File: config.mk
export PLATFORM = sky130hd
export DESIGN_NAME = masked_sub_seq
export DESIGN_NICKNAME = d
export VERILOG_FILES = /design/src/rtl/masked_sub_seq.sv
export SDC_FILE = /design/constraint.sdc
export NUM_CORES = 1
export LEC_CHECK = 0
export CORE_MARGIN = 2
export CORE_UTILIZATION = 30
export CTS_BUF_LIST = sky130_fd_sc_hd__clkbuf_4 sky130_fd_sc_hd__clkbuf_8
export DETAILED_ROUTE_END_ITERATION = 16
export PLACE_DENSITY_LB_ADDON = 0.15
export SYNTH_ARGS = -nofsm -noshare
export SYNTH_HDL_FRONTEND = slang
export SYNTH_HIERARCHICAL = 1
export SYNTH_SLANG_ARGS = --single-unit
File: constraint.sdc
create_clock -name clk -period 14.2 [get_ports clk]
set_clock_uncertainty 0.2 [all_clocks]
set_input_delay 2.13 -clock clk [delete_from_list [all_inputs] [get_ports clk]]
set_output_delay 2.13 -clock clk [all_outputs]
set_load 0.1 [all_outputs]
File: src/rtl/masked_sub_seq.sv
// ---------------------------------------------------------------------------
// masked_sub_seq
// Purpose : sequential masked (Boolean-shared) propagate/borrow-generate
//           computation for a W-bit subtraction a - b. One 1-bit subtraction
//           gadget is time-shared across all bit positions; each bit is
//           issued once fresh randomness is available, and the results are
//           written back at their tagged index two cycles later.
// Ports   : clk, rst (async, active-high)
//           start      - request a job (accepted only in IDLE)
//           a_in, b_in - W*d shares, bit i shares at [i*d +: d]
//           rnd_in     - d*(d-1)/2 fresh random bits per gadget issue
//           rnd_valid  - rnd_in is fresh this cycle
//           rnd_ready  - rnd_in is consumed when rnd_valid is also high
//           busy, done - job status (done is a one-cycle pulse)
//           p_out      - shares of a_i XOR b_i
//           g_out      - shares of (NOT a_i) AND b_i
//           abort      - only with MASKED_SUB_SEQ_ABORT_EN defined
// Config  : MASKED_SUB_SEQ_ABORT_EN adds the abort input.
// ---------------------------------------------------------------------------

// Two-stage masked 1-bit subtraction gadget (DOM-style AND for the borrow
// generate, share-wise XOR for the propagate). Shares stay separated.
module subtraction_1bit #(
  parameter int unsigned d = 2
) (
  input  logic                   clk,
  input  logic                   rst,
  input  logic [d-1:0]           i_a,
  input  logic [d-1:0]           i_b,
  input  logic [d*(d-1)/2-1:0]   i_rnd,
  output logic [d-1:0]           o_p,
  output logic [d-1:0]           o_g
);

  // NOT of a shared value only flips share 0
  logic [d-1:0]   w_na;
  logic [d*d-1:0] w_cross;
  logic [d*d-1:0] r_cross;
  logic [d-1:0]   r_p1;
  logic [d-1:0]   w_g;

  assign w_na = i_a ^ d'(1);

  // Cross products; each off-diagonal pair shares one random bit so that the
  // random contributions cancel when the output shares are recombined.
  for (genvar gi = 0; gi < d; gi++) begin : g_row
    for (genvar gj = 0; gj < d; gj++) begin : g_col
      if (gi == gj) begin : g_diag
        assign w_cross[gi*d+gj] = w_na[gi] & i_b[gj];
      end else if (gi < gj) begin : g_up
        localparam int unsigned K = gi*d - (gi*(gi+1))/2 + (gj-gi-1);
        assign w_cross[gi*d+gj] = (w_na[gi] & i_b[gj]) ^ i_rnd[K];
      end else begin : g_lo
        localparam int unsigned K = gj*d - (gj*(gj+1))/2 + (gi-gj-1);
        assign w_cross[gi*d+gj] = (w_na[gi] & i_b[gj]) ^ i_rnd[K];
      end
    end
    // Compression happens only after the refreshed terms are registered
    assign w_g[gi] = ^r_cross[gi*d +: d];
  end

  // Stage 1: refreshed cross products and propagate shares
  always_ff @(posedge clk or posedge rst) begin
    if (rst) begin
      r_cross <= '0;
      r_p1    <= '0;
    end else begin
      r_cross <= w_cross;
      r_p1    <= i_a ^ i_b;
    end
  end

  // Stage 2: compressed generate shares and aligned propagate shares
  always_ff @(posedge clk or posedge rst) begin
    if (rst) begin
      o_p <= '0;
      o_g <= '0;
    end else begin
      o_p <= r_p1;
      o_g <= w_g;
    end
  end

endmodule

module masked_sub_seq #(
  parameter int unsigned d = 2,
  parameter int unsigned W = 16
) (
  input  logic                   clk,
  input  logic                   rst,
  input  logic                   start,
  input  logic [W*d-1:0]         a_in,
  input  logic [W*d-1:0]         b_in,
  input  logic [d*(d-1)/2-1:0]   rnd_in,
  input  logic                   rnd_valid,
  output logic                   rnd_ready,
  output logic                   busy,
  output logic                   done,
  output logic [W*d-1:0]         p_out,
  output logic [W*d-1:0]         g_out
`ifdef MASKED_SUB_SEQ_ABORT_EN
  ,
  input  logic                   abort
`endif
);

  localparam int unsigned IW = $clog2(W);
  localparam int unsigned RW = d*(d-1)/2;
  localparam logic [IW-1:0] LAST_IDX = IW'(W-1);

  typedef enum logic [1:0] {IDLE, ISSUE, DRAIN, DONE} state_t;

  state_t               r_state;
  state_t               w_state_next;
  logic                 w_accept;
  logic                 w_issue;
  logic                 w_abort;

  logic [W-1:0][d-1:0]  r_a;
  logic [W-1:0][d-1:0]  r_b;
  logic [W-1:0][d-1:0]  r_p;
  logic [W-1:0][d-1:0]  r_g;
  logic [IW-1:0]        r_idx;
  logic                 r_t1_vld;
  logic [IW-1:0]        r_t1_idx;
  logic                 r_t2_vld;
  logic [IW-1:0]        r_t2_idx;
  logic                 r_rnd_ready;
  logic                 r_busy;
  logic                 r_done;

  logic [d-1:0]         w_ga;
  logic [d-1:0]         w_gb;
  logic [RW-1:0]        w_grnd;
  logic [d-1:0]         w_gp;
  logic [d-1:0]         w_gg;

  // State register
  always_ff @(posedge clk or posedge rst) begin
    if (rst) begin
      r_state <= IDLE;
    end else begin
      r_state <= w_state_next;
    end
  end

  // Next-state and per-cycle control strobes
  always_comb begin
    w_state_next = r_state;
    w_accept     = 1'b0;
    w_issue      = 1'b0;
    w_abort      = 1'b0;
    case (r_state)
      IDLE: begin
        if (start) begin
          w_accept     = 1'b1;
          w_state_next = ISSUE;
        end
      end
      ISSUE: begin
        if (rnd_valid) begin
          w_issue = 1'b1;
          if (r_idx == LAST_IDX) begin
            w_state_next = DRAIN;
          end
        end
      end
      DRAIN: begin
        if (!r_t1_vld && !r_t2_vld) begin
          w_state_next = DONE;
        end
      end
      DONE: begin
        w_state_next = IDLE;
      end
      default: begin
        w_state_next = IDLE;
      end
    endcase
`ifdef MASKED_SUB_SEQ_ABORT_EN
    if (abort && (r_state == ISSUE || r_state == DRAIN)) begin
      w_abort      = 1'b1;
      w_issue      = 1'b0;
      w_state_next = IDLE;
    end
`endif
  end

  // Gadget inputs are zeroed when not issuing so stale randomness is never
  // recombined with live shares.
  assign w_ga   = w_issue ? r_a[r_idx] : '0;
  assign w_gb   = w_issue ? r_b[r_idx] : '0;
  assign w_grnd = w_issue ? rnd_in     : '0;

  subtraction_1bit #(
    .d (d)
  ) u_gadget (
    .clk   (clk),
    .rst   (rst),
    .i_a   (w_ga),
    .i_b   (w_gb),
    .i_rnd (w_grnd),
    .o_p   (w_gp),
    .o_g   (w_gg)
  );

  // Status outputs follow the state being entered
  always_ff @(posedge clk or posedge rst) begin
    if (rst) begin
      r_rnd_ready <= 1'b0;
      r_busy      <= 1'b0;
      r_done      <= 1'b0;
    end else begin
      r_rnd_ready <= (w_state_next == ISSUE);
      r_busy      <= (w_state_next == ISSUE) || (w_state_next == DRAIN);
      r_done      <= (w_state_next == DONE);
    end
  end

  // Operand registers and bit index
  always_ff @(posedge clk or posedge rst) begin
    if (rst) begin
      r_a   <= '0;
      r_b   <= '0;
      r_idx <= '0;
    end else if (w_accept) begin
      r_a   <= a_in;
      r_b   <= b_in;
      r_idx <= '0;
    end else if (w_abort) begin
      r_a   <= '0;
      r_b   <= '0;
      r_idx <= '0;
    end else if (w_issue) begin
      r_idx <= r_idx + IW'(1);
    end
  end

  // Valid/index tag pipeline, aligned with the gadget latency
  always_ff @(posedge clk or posedge rst) begin
    if (rst) begin
      r_t1_vld <= 1'b0;
      r_t1_idx <= '0;
      r_t2_vld <= 1'b0;
      r_t2_idx <= '0;
    end else if (w_abort) begin
      r_t1_vld <= 1'b0;
      r_t1_idx <= '0;
      r_t2_vld <= 1'b0;
      r_t2_idx <= '0;
    end else begin
      r_t1_vld <= w_issue;
      r_t1_idx <= r_idx;
      r_t2_vld <= r_t1_vld;
      r_t2_idx <= r_t1_idx;
    end
  end

  // Result vectors: cleared on accept/abort, written at the tagged index
  always_ff @(posedge clk or posedge rst) begin
    if (rst) begin
      r_p <= '0;
      r_g <= '0;
    end else if (w_accept || w_abort) begin
      r_p <= '0;
      r_g <= '0;
    end else if (r_t2_vld) begin
      r_p[r_t2_idx] <= w_gp;
      r_g[r_t2_idx] <= w_gg;
    end
  end

  assign rnd_ready = r_rnd_ready;
  assign busy      = r_busy;
  assign done      = r_done;
  assign p_out     = r_p;
  assign g_out     = r_g;

endmodule

* Word-level counts from Yosys, hierarchy flattened
Index checks and enable logic that the tools add are counted.
Word-level totals: logic and storage cells 132, flip-flop bits (word level) 157, latch bits 0, bits in writable memories 0, bits in read-only memories 0, input port bits 69, memories 0
Operators by class: magnitude comparators 3, muxes and demuxes 26, $mul 0, equal/unequal tests 7, bitwise gates (word level) 8, $add $sub $neg 1, div/mod/pow operators 0, shift operators 0, reductions and logical operators 10
Operator list (count):
- 2-to-1 mux 32 bit | 4
- bitwise mux 32 bit | 2
- 2-to-1 mux 2 bit | 9
- binary-select mux 2 bit (select 4 bit) | 2
- less-than comparator 4 x 5 -> 1 bit, second input constant | 2
- demux 2 bit (select 4 bit) | 1
- == test 2 bit, second input constant | 4
- 2-to-1 mux 4 bit | 2
- one-hot mux 2 bit (4 select lines) | 1
- 2-to-1 mux 1 bit | 5
- adder 4 x 1 -> 4 bit, second input constant | 1
- bitwise AND 1 bit | 4
- == test 2 x 1 -> 1 bit, second input constant | 2
- == test 4 bit, second input constant | 1
- >= comparator 4 x 1 -> 1 bit, second input constant | 1
- nonzero test 2 bit | 2
- XOR reduction 2 bit | 2
- logical AND 1 bit | 2
- logical NOT 1 bit | 2
- logical NOT 2 bit | 1
- XOR 1 bit | 2
- XOR 2 bit | 1
- logical OR 1 bit | 1
- NOT 1 bit | 1

* Longest topological paths before layout
Gate-level depths: netlist of run 1.
word-level depth 7, gate-level depth with buffers 8

* Cells and area by module
Netlist of run 1, hierarchy kept.
Modules (own cells, without submodules):
- masked_sub_seq | seq. area each 3678.5 sq um, area an instance 6226.0 sq um, cells an instance 465, times used 1
- subtraction_1bit | seq. area each 250.2 sq um, area an instance 346.6 sq um, cells an instance 21, times used 1

* Worst setup path after synthesis of run 1
Ideal clock, no wire load.
path kind in2reg, start point input port rnd_valid, end point register u_gadget.r_p1[1], data arrival time 3276 ps, stages on the path 6, setup time 126 ps, path slack 10598 ps, buffers on the path 1, cell sequence and3b_1 > buf_4 > and3b_1 > a22oi_1 > o21ai_0 > ha_1
Between the ends: longest elaborated chain between the ends 4, elaborated cells on any way between the ends 5, those cells by class mux (4); bitwise (1)
Ends and longest elaborated chain:
- start: declaration | RTL line 96 | input logic rnd_valid,
- 2-to-1 mux 1 bit | RTL line 162 | if (rnd_valid) begin
- 2-to-1 mux 1 bit | RTL line 154 | case (r_state)
- net w_issue | RTL line 117 | logic w_issue;
- 2-to-1 mux 2 bit | RTL line 193 | assign w_gb = w_issue ? r_b[r_idx] : '0;
- net w_gb[1] | RTL line 134 | logic [d-1:0] w_gb;
- XOR 2 bit | RTL line 69 | r_p1 <= i_a ^ i_b;
- end signal: assignment | RTL line 69
- end: declaration | RTL line 39 | logic [d-1:0] r_p1;
The timed path passes the listed nets, and every way through them passes these cells. A chain may end at the register's enable or synchronous reset.

* Worst setup path in the final report of run 1
start point input port start, end point register r_busy, in the netlist busy
Between the ends: longest elaborated chain between the ends 4, elaborated cells on any way between the ends 5, those cells by class eq/ne (2); mux (2); reduce/logical (1)
Ends and longest elaborated chain:
- start: declaration | RTL line 92 | input logic start,
- 2-to-1 mux 2 bit (*) | RTL line 156 | if (start) begin
- one-hot mux 2 bit (4 select lines) (*) | RTL line 154
- == test 2 x 1 -> 1 bit / == test 2 bit (equally long branches) | RTL line 216 | r_busy <= (w_state_next == ISSUE) || (w_state_next == DRAIN);
- logical OR 1 bit (*) | RTL line 216
- end signal: assignment | RTL line 216
- end: declaration | RTL line 130 | logic r_busy;
Mark *: on every way between the ends. The rest lies on a longest branch, timed or not.

==> flow_summary.toml, run 1 <==
[clocking]
cts_buffers = 17
hold_buffers = 0
cts_root_buf = "clkbuf_8"
htree_levels = 4
clock_sinks = 157
cts_tree = "done"
clk_pin_slew_worst_paths_ns = 0.08
post_cts_buffers = 0
clk_latency_ns = 0.44
cts_resized = 0
cts_buffer_depth = 2

[critical_path]
r2r_setup_slack_ns = 11.38
critPathRequiredTime_ns = 14.39
r2r_end = "busy"
path_class = "input pin to flip-flop"
r2r_cells = 6
worst_setup_path_start_kind = "input pin"
r2r-start = "r_state[0]"
endpoint_kind = "flip-flop"
cp_max_fo = 98
cp.arrival_ns = 4.66

[global_route]
grt_use_total = 0.139
grt_pass1_wl_um = 25200
grt_pass1_vias = 4508
grt-ovfl-total = 0
antenna_found_initial = 1
grt_max_degree = 99

[detailed_routing]
wire_per_inst_um = 16.9
num_vias = 4175
first_iter_violations = 176
vias_per_cell = 4.61
ant_nets = 0
firstDrtPassIters = 4
drcViolationCount = 0
routed_wl_um = 15300

[timing]
fmax_mhz = 224
max_slew_margin = 0.270
drv_slew = 0
setup_ws_ns = 9.73
rsz0062_at_grt = "false"
worst_pin_slew_ns = 1.09
final.setup.tns_ns = 0
period_needed_ns = 4.47
hold_ws_ns = 0.152
setup_viol = 0
hold_viol_final = 0
finalCritPeriodShare = 0.315

[power]
power.leakage_uw = 0.00375
ir_worst_vdd_uv = 84.2
power_density_mw_per_mm2 = 258

[cells_and_area]
fillers = 2065
layout-drive-gt1-share = 0.192
seq_area_mm2 = 0.00393
fin_nets = 686
syn_to_final_growth_pct = 30.8
multi_input_area_mm2 = 0.00247
fin_area_mm2 = 0.00859
num_antenna_cells = 0
post-route-util = 0.396

[floorplan]
coreArea_mm2 = 0.0217
dieWidth_um = 152
pin_count = 136
die_y_um = 152
start_util = 0.303
die_area_mm2 = 0.0231
rows = 54

[run]
max_cap_viol_count = 0

[synthesis]
syn_area_mm2 = 0.00657
synthCells = 486
ys_ff_latch = 157
synth_fp_nets = 559
synth-edff-count = 0
synth-seq-area-share = 0.598
ys.warnings.count = 6
synth.distinct_cells = 36
avgSynthCellArea_um2 = 13.5
ys_async_sr_fraction = 1.00
ys.flop_type = "dfrtp_1"

[outcome]
status = "complete, no violations"

[placed_design]
place.gp.congestion = 0.731
io_buffer_count = 135
place_ws_ns = 9.27
place_area_mm2 = 0.00817
dp_hpwl_um = 10400

[min_path]
min_to = "r_t2_idx[1]"
hold_path_depth = 0
min_from = "r_t1_idx[1]"
hold_path.class = "flip-flop to flip-flop"
==> cell families after synthesis <==
family                     Yosys count  share of synthesized area
DFF                                157                      0.598
muxes                              141                      0.254
and+or+nand+nor                    113                     0.0796
buffers and inverters               38                     0.0265
AOI/OAI and AO/OA                   26                     0.0246
xor gates and xnor gates             7                     0.0105
adders and majority gates            4                    0.00762
==> stage by stage <==
step           std cells  power, uW
2_1_floorplan        486       1600
3_3_place_gp         874       1860
3_5_place_dp         874       1880
4_1_cts              906       2250
5_1_grt              906       2340
6_report             906       2210
==> critical path, stage by stage <==
cell             delay [ns]
clkdlybuf4s50_1        0.45
nor3b_2                0.14
buf_4                  0.42
buf_4                  0.90
a311o_1                0.22
ha_1                   0.23
inv_1                  0.05
==> worst max path at each step <==
stage,to,startpoint,cells past startpoint
after floorplan,busy,rst,1
after global placement,busy,start,7
after detailed placement,busy,start,7
after CTS,busy,start,7
after global routing,busy,start,7
final,busy,start,7
==> flip-flops by register name, summed over array words and instances (netlist names), 2 cells and up <==
register / cells
g_out: 32
p_out: 32
r_a: 32
r_b: 32
r_idx: 4
r_state: 2
r_t1_idx: 4
r_t2_idx: 4
u_gadget/o_g: 2
u_gadget/o_p: 2
u_gadget/r_cross: 4
u_gadget/r_p1: 2
==> layout make-up <==
type                       count  area share
timing repair buffer         139       0.161
clock inverter                10      0.0160
tap                          280      0.0408
inverter                       7     0.00364
multi-input combinational    291       0.288
clock buffer                  22      0.0338
sequential                   157       0.457
==> placed cells by master (no fill, tap or decap), types with 3 or more instances in the layout <==
cell type / count
ha_1: 4
mux4_2: 14
nand2b_1: 6
dfrtp_1: 157
clkbuf_8: 20
nand3_1: 5
buf_4: 4
clkdlybuf4s50_1: 135
a21oi_1: 8
inv_1: 6
o21ai_0: 8
nor2_1: 70
nand3b_1: 3
mux2_2: 64
xor2_1: 4
bufinv_16: 3
mux2i_1: 63
clkinv_2: 3
nand2_1: 14
a22oi_1: 4
a311o_1: 3
==> cells in the mapped netlist (all sizes together) (3+ instances only) <==
master	n	area (um^2)
a21oi	8	40.0
nand3	5	25.0
ha	4	50.1
clkbuf	13	52.6
nor2	70	263
mux2	64	721
nand2b	8	60.1
a311o	3	30.0
xnor2	3	33.8
mux4	14	315
o21ai	9	45.0
mux2i	63	631
inv	7	26.3
dfrtp	157	3930
xor2	4	35.0
buf	18	95.1
a22oi	4	30.0
nand3b	3	22.5
nand2	14	52.6
==> report_power, final <==
part	internal (uW)	switching, uW
clock	192	163
combinational	357	711
sequential	637	154
==> layer usage <==
| layer | GRT usage | share of wire |
|---|---|---|
| met1 | 0.185 | 0.46 |
| met2 | 0.213 | 0.47 |
| met3 | 0.0485 | 0.054 |
| met4 | 0.0441 | 0.015 |
| met5 | 0 | 0 |
No activity file was read; power rests on OpenSTA's default activity.
==> run 2: changes to the inputs <==
Clock period 14.2 ns to 4.1 ns, I/O delays scaled along.
==> flow_summary.toml, run 2 (synthesis gave the netlist of run 1 again) <==
[min_path]
hold_path.class = "flip-flop to flip-flop"
min_to = "r_t2_idx[3]"
min_from = "r_t1_idx[3]"
hold_path_depth = 0

[clocking]
cts_resized = 0
cts_buffers = 17
clock_sinks = 157
hold_buffers = 0
cts_buffer_depth = 2
clk_pin_slew_worst_paths_ns = 0.08
htree_levels = 4
cts_tree = "done"
post_cts_buffers = 0
clk_latency_ns = 0.44
cts_root_buf = "clkbuf_8"

[timing]
max_slew_margin = 0.299
period_needed_ns = 2.81
worst_pin_slew_ns = 1.05
final.setup.tns_ns = 0
fmax_mhz = 356
hold_viol_final = 0
setup_viol = 0
rsz0062_at_grt = "false"
finalCritPeriodShare = 0.684
drv_slew = 0

[global_route]
antenna_found_initial = 0
grt-ovfl-total = 0
grt_pass1_wl_um = 24800
grt_max_degree = 121
grt_pass1_vias = 4431
grt_use_total = 0.138

[run]
max_cap_viol_count = 0

[critical_path]
r2r-start = "r_idx[0]"
endpoint_kind = "output port"
r2r_setup_slack_ns = 1.49
cp.arrival_ns = 1.99
slowest_delay_ns = 1.16
crit_family = "buffers and inverters"
crit_buf_inv = 1
cp_max_fo = 2
worst_setup_path_start_kind = "flip-flop"
path_cells = "clkdlybuf4s50_1"
r2r_end = "u_gadget/r_p1[1]"
r2r_cells = 5
critPathRequiredTime_ns = 3.28
path_class = "flip-flop to output port"
cpMaxStageDelayCell = "clkdlybuf4s50_1"

[detailed_routing]
wire_per_inst_um = 16.9
num_vias = 4190
routed_wl_um = 15300
vias_per_cell = 4.61
met3_length_um = 915
ant_nets = 0
firstDrtPassIters = 4
wl_met2_um = 7520
wirelength_met1_um = 6710
drcViolationCount = 0
first_iter_violations = 145
top_layer = "met4"

[floorplan]
start_util = 0.303
die_area_mm2 = 0.0231
coreArea_mm2 = 0.0217
rows = 54
dieWidth_um = 152
pin_count = 136
die_y_um = 152

[placed_design]
io_buffer_count = 135
place_area_mm2 = 0.00822
dp_hpwl_um = 10700
place.gp.congestion = 0.720

[cells_and_area]
layout_commonest_cell = "dfrtp_1"
multi_input_area_mm2 = 0.00247
syn_to_final_growth_pct = 31.3
fin_area_mm2 = 0.00863
final_cell_mix = "157 x dfrtp_1, 135 x clkdlybuf4s50_1, 70 x nor2_1"
layout-drive-gt1-share = 0.194
fin_nets = 688
fillers = 2045
num_antenna_cells = 0
seq_area_mm2 = 0.00393

[power]
ir_worst_vdd_uv = 306
power.leakage_uw = 0.00376
power_density_mw_per_mm2 = 886

[outcome]
status = "complete, no violations"
-- run 2: worst max-delay path by stage --
stage / startpoint / end / cells past startpoint
floorplan: rst / busy / 1
global placement: rnd_valid / u_gadget/r_p1[1] / 6
detailed placement: rnd_valid / u_gadget/r_p1[1] / 6
CTS: g_out[0] / g_out[0] / 1
global route: g_out[0] / g_out[0] / 1
finish: g_out[0] / g_out[0] / 1
-- run 2: area by class of cell --
| class | count | area share |
|---|---|---|
| well taps | 280 | 0.0406 |
| clock inverters | 10 | 0.0131 |
| multi-input cells | 291 | 0.287 |
| clock buffers | 22 | 0.0344 |
| repair buffers | 141 | 0.166 |
| flip-flops and latches | 157 | 0.455 |
| inverters | 7 | 0.00348 |
-- run 2: routing by layer --
layer	vias up	track usage
met5	-	0
met4	0	0.0449
met3	14	0.0439
met2	126	0.226
met1	2105	0.173
li1	1945	-
-- run 2: through the flow --
step / util / power [uW] / hold slack (ns) / worst slack, ns / cells
global placement: 0.379 / 6510 / 0.136 / 1.47 / 876
global route: 0.398 / 8070 / 0.157 / 1.22 / 908
CTS: 0.398 / 7780 / 0.152 / 1.26 / 908
detailed placement: 0.379 / 6580 / 0.135 / 1.39 / 876
floorplan: - / 5530 / 0.131 / 1.44 / 486
finish: 0.398 / 7640 / 0.147 / 1.29 / 908
-- run 2: power breakdown --
part           internal (uW)  switching (uW)  leakage, uW
clock network            610             562     0.000208
logic                   1250            2480      0.00156
registers               2210             542      0.00199
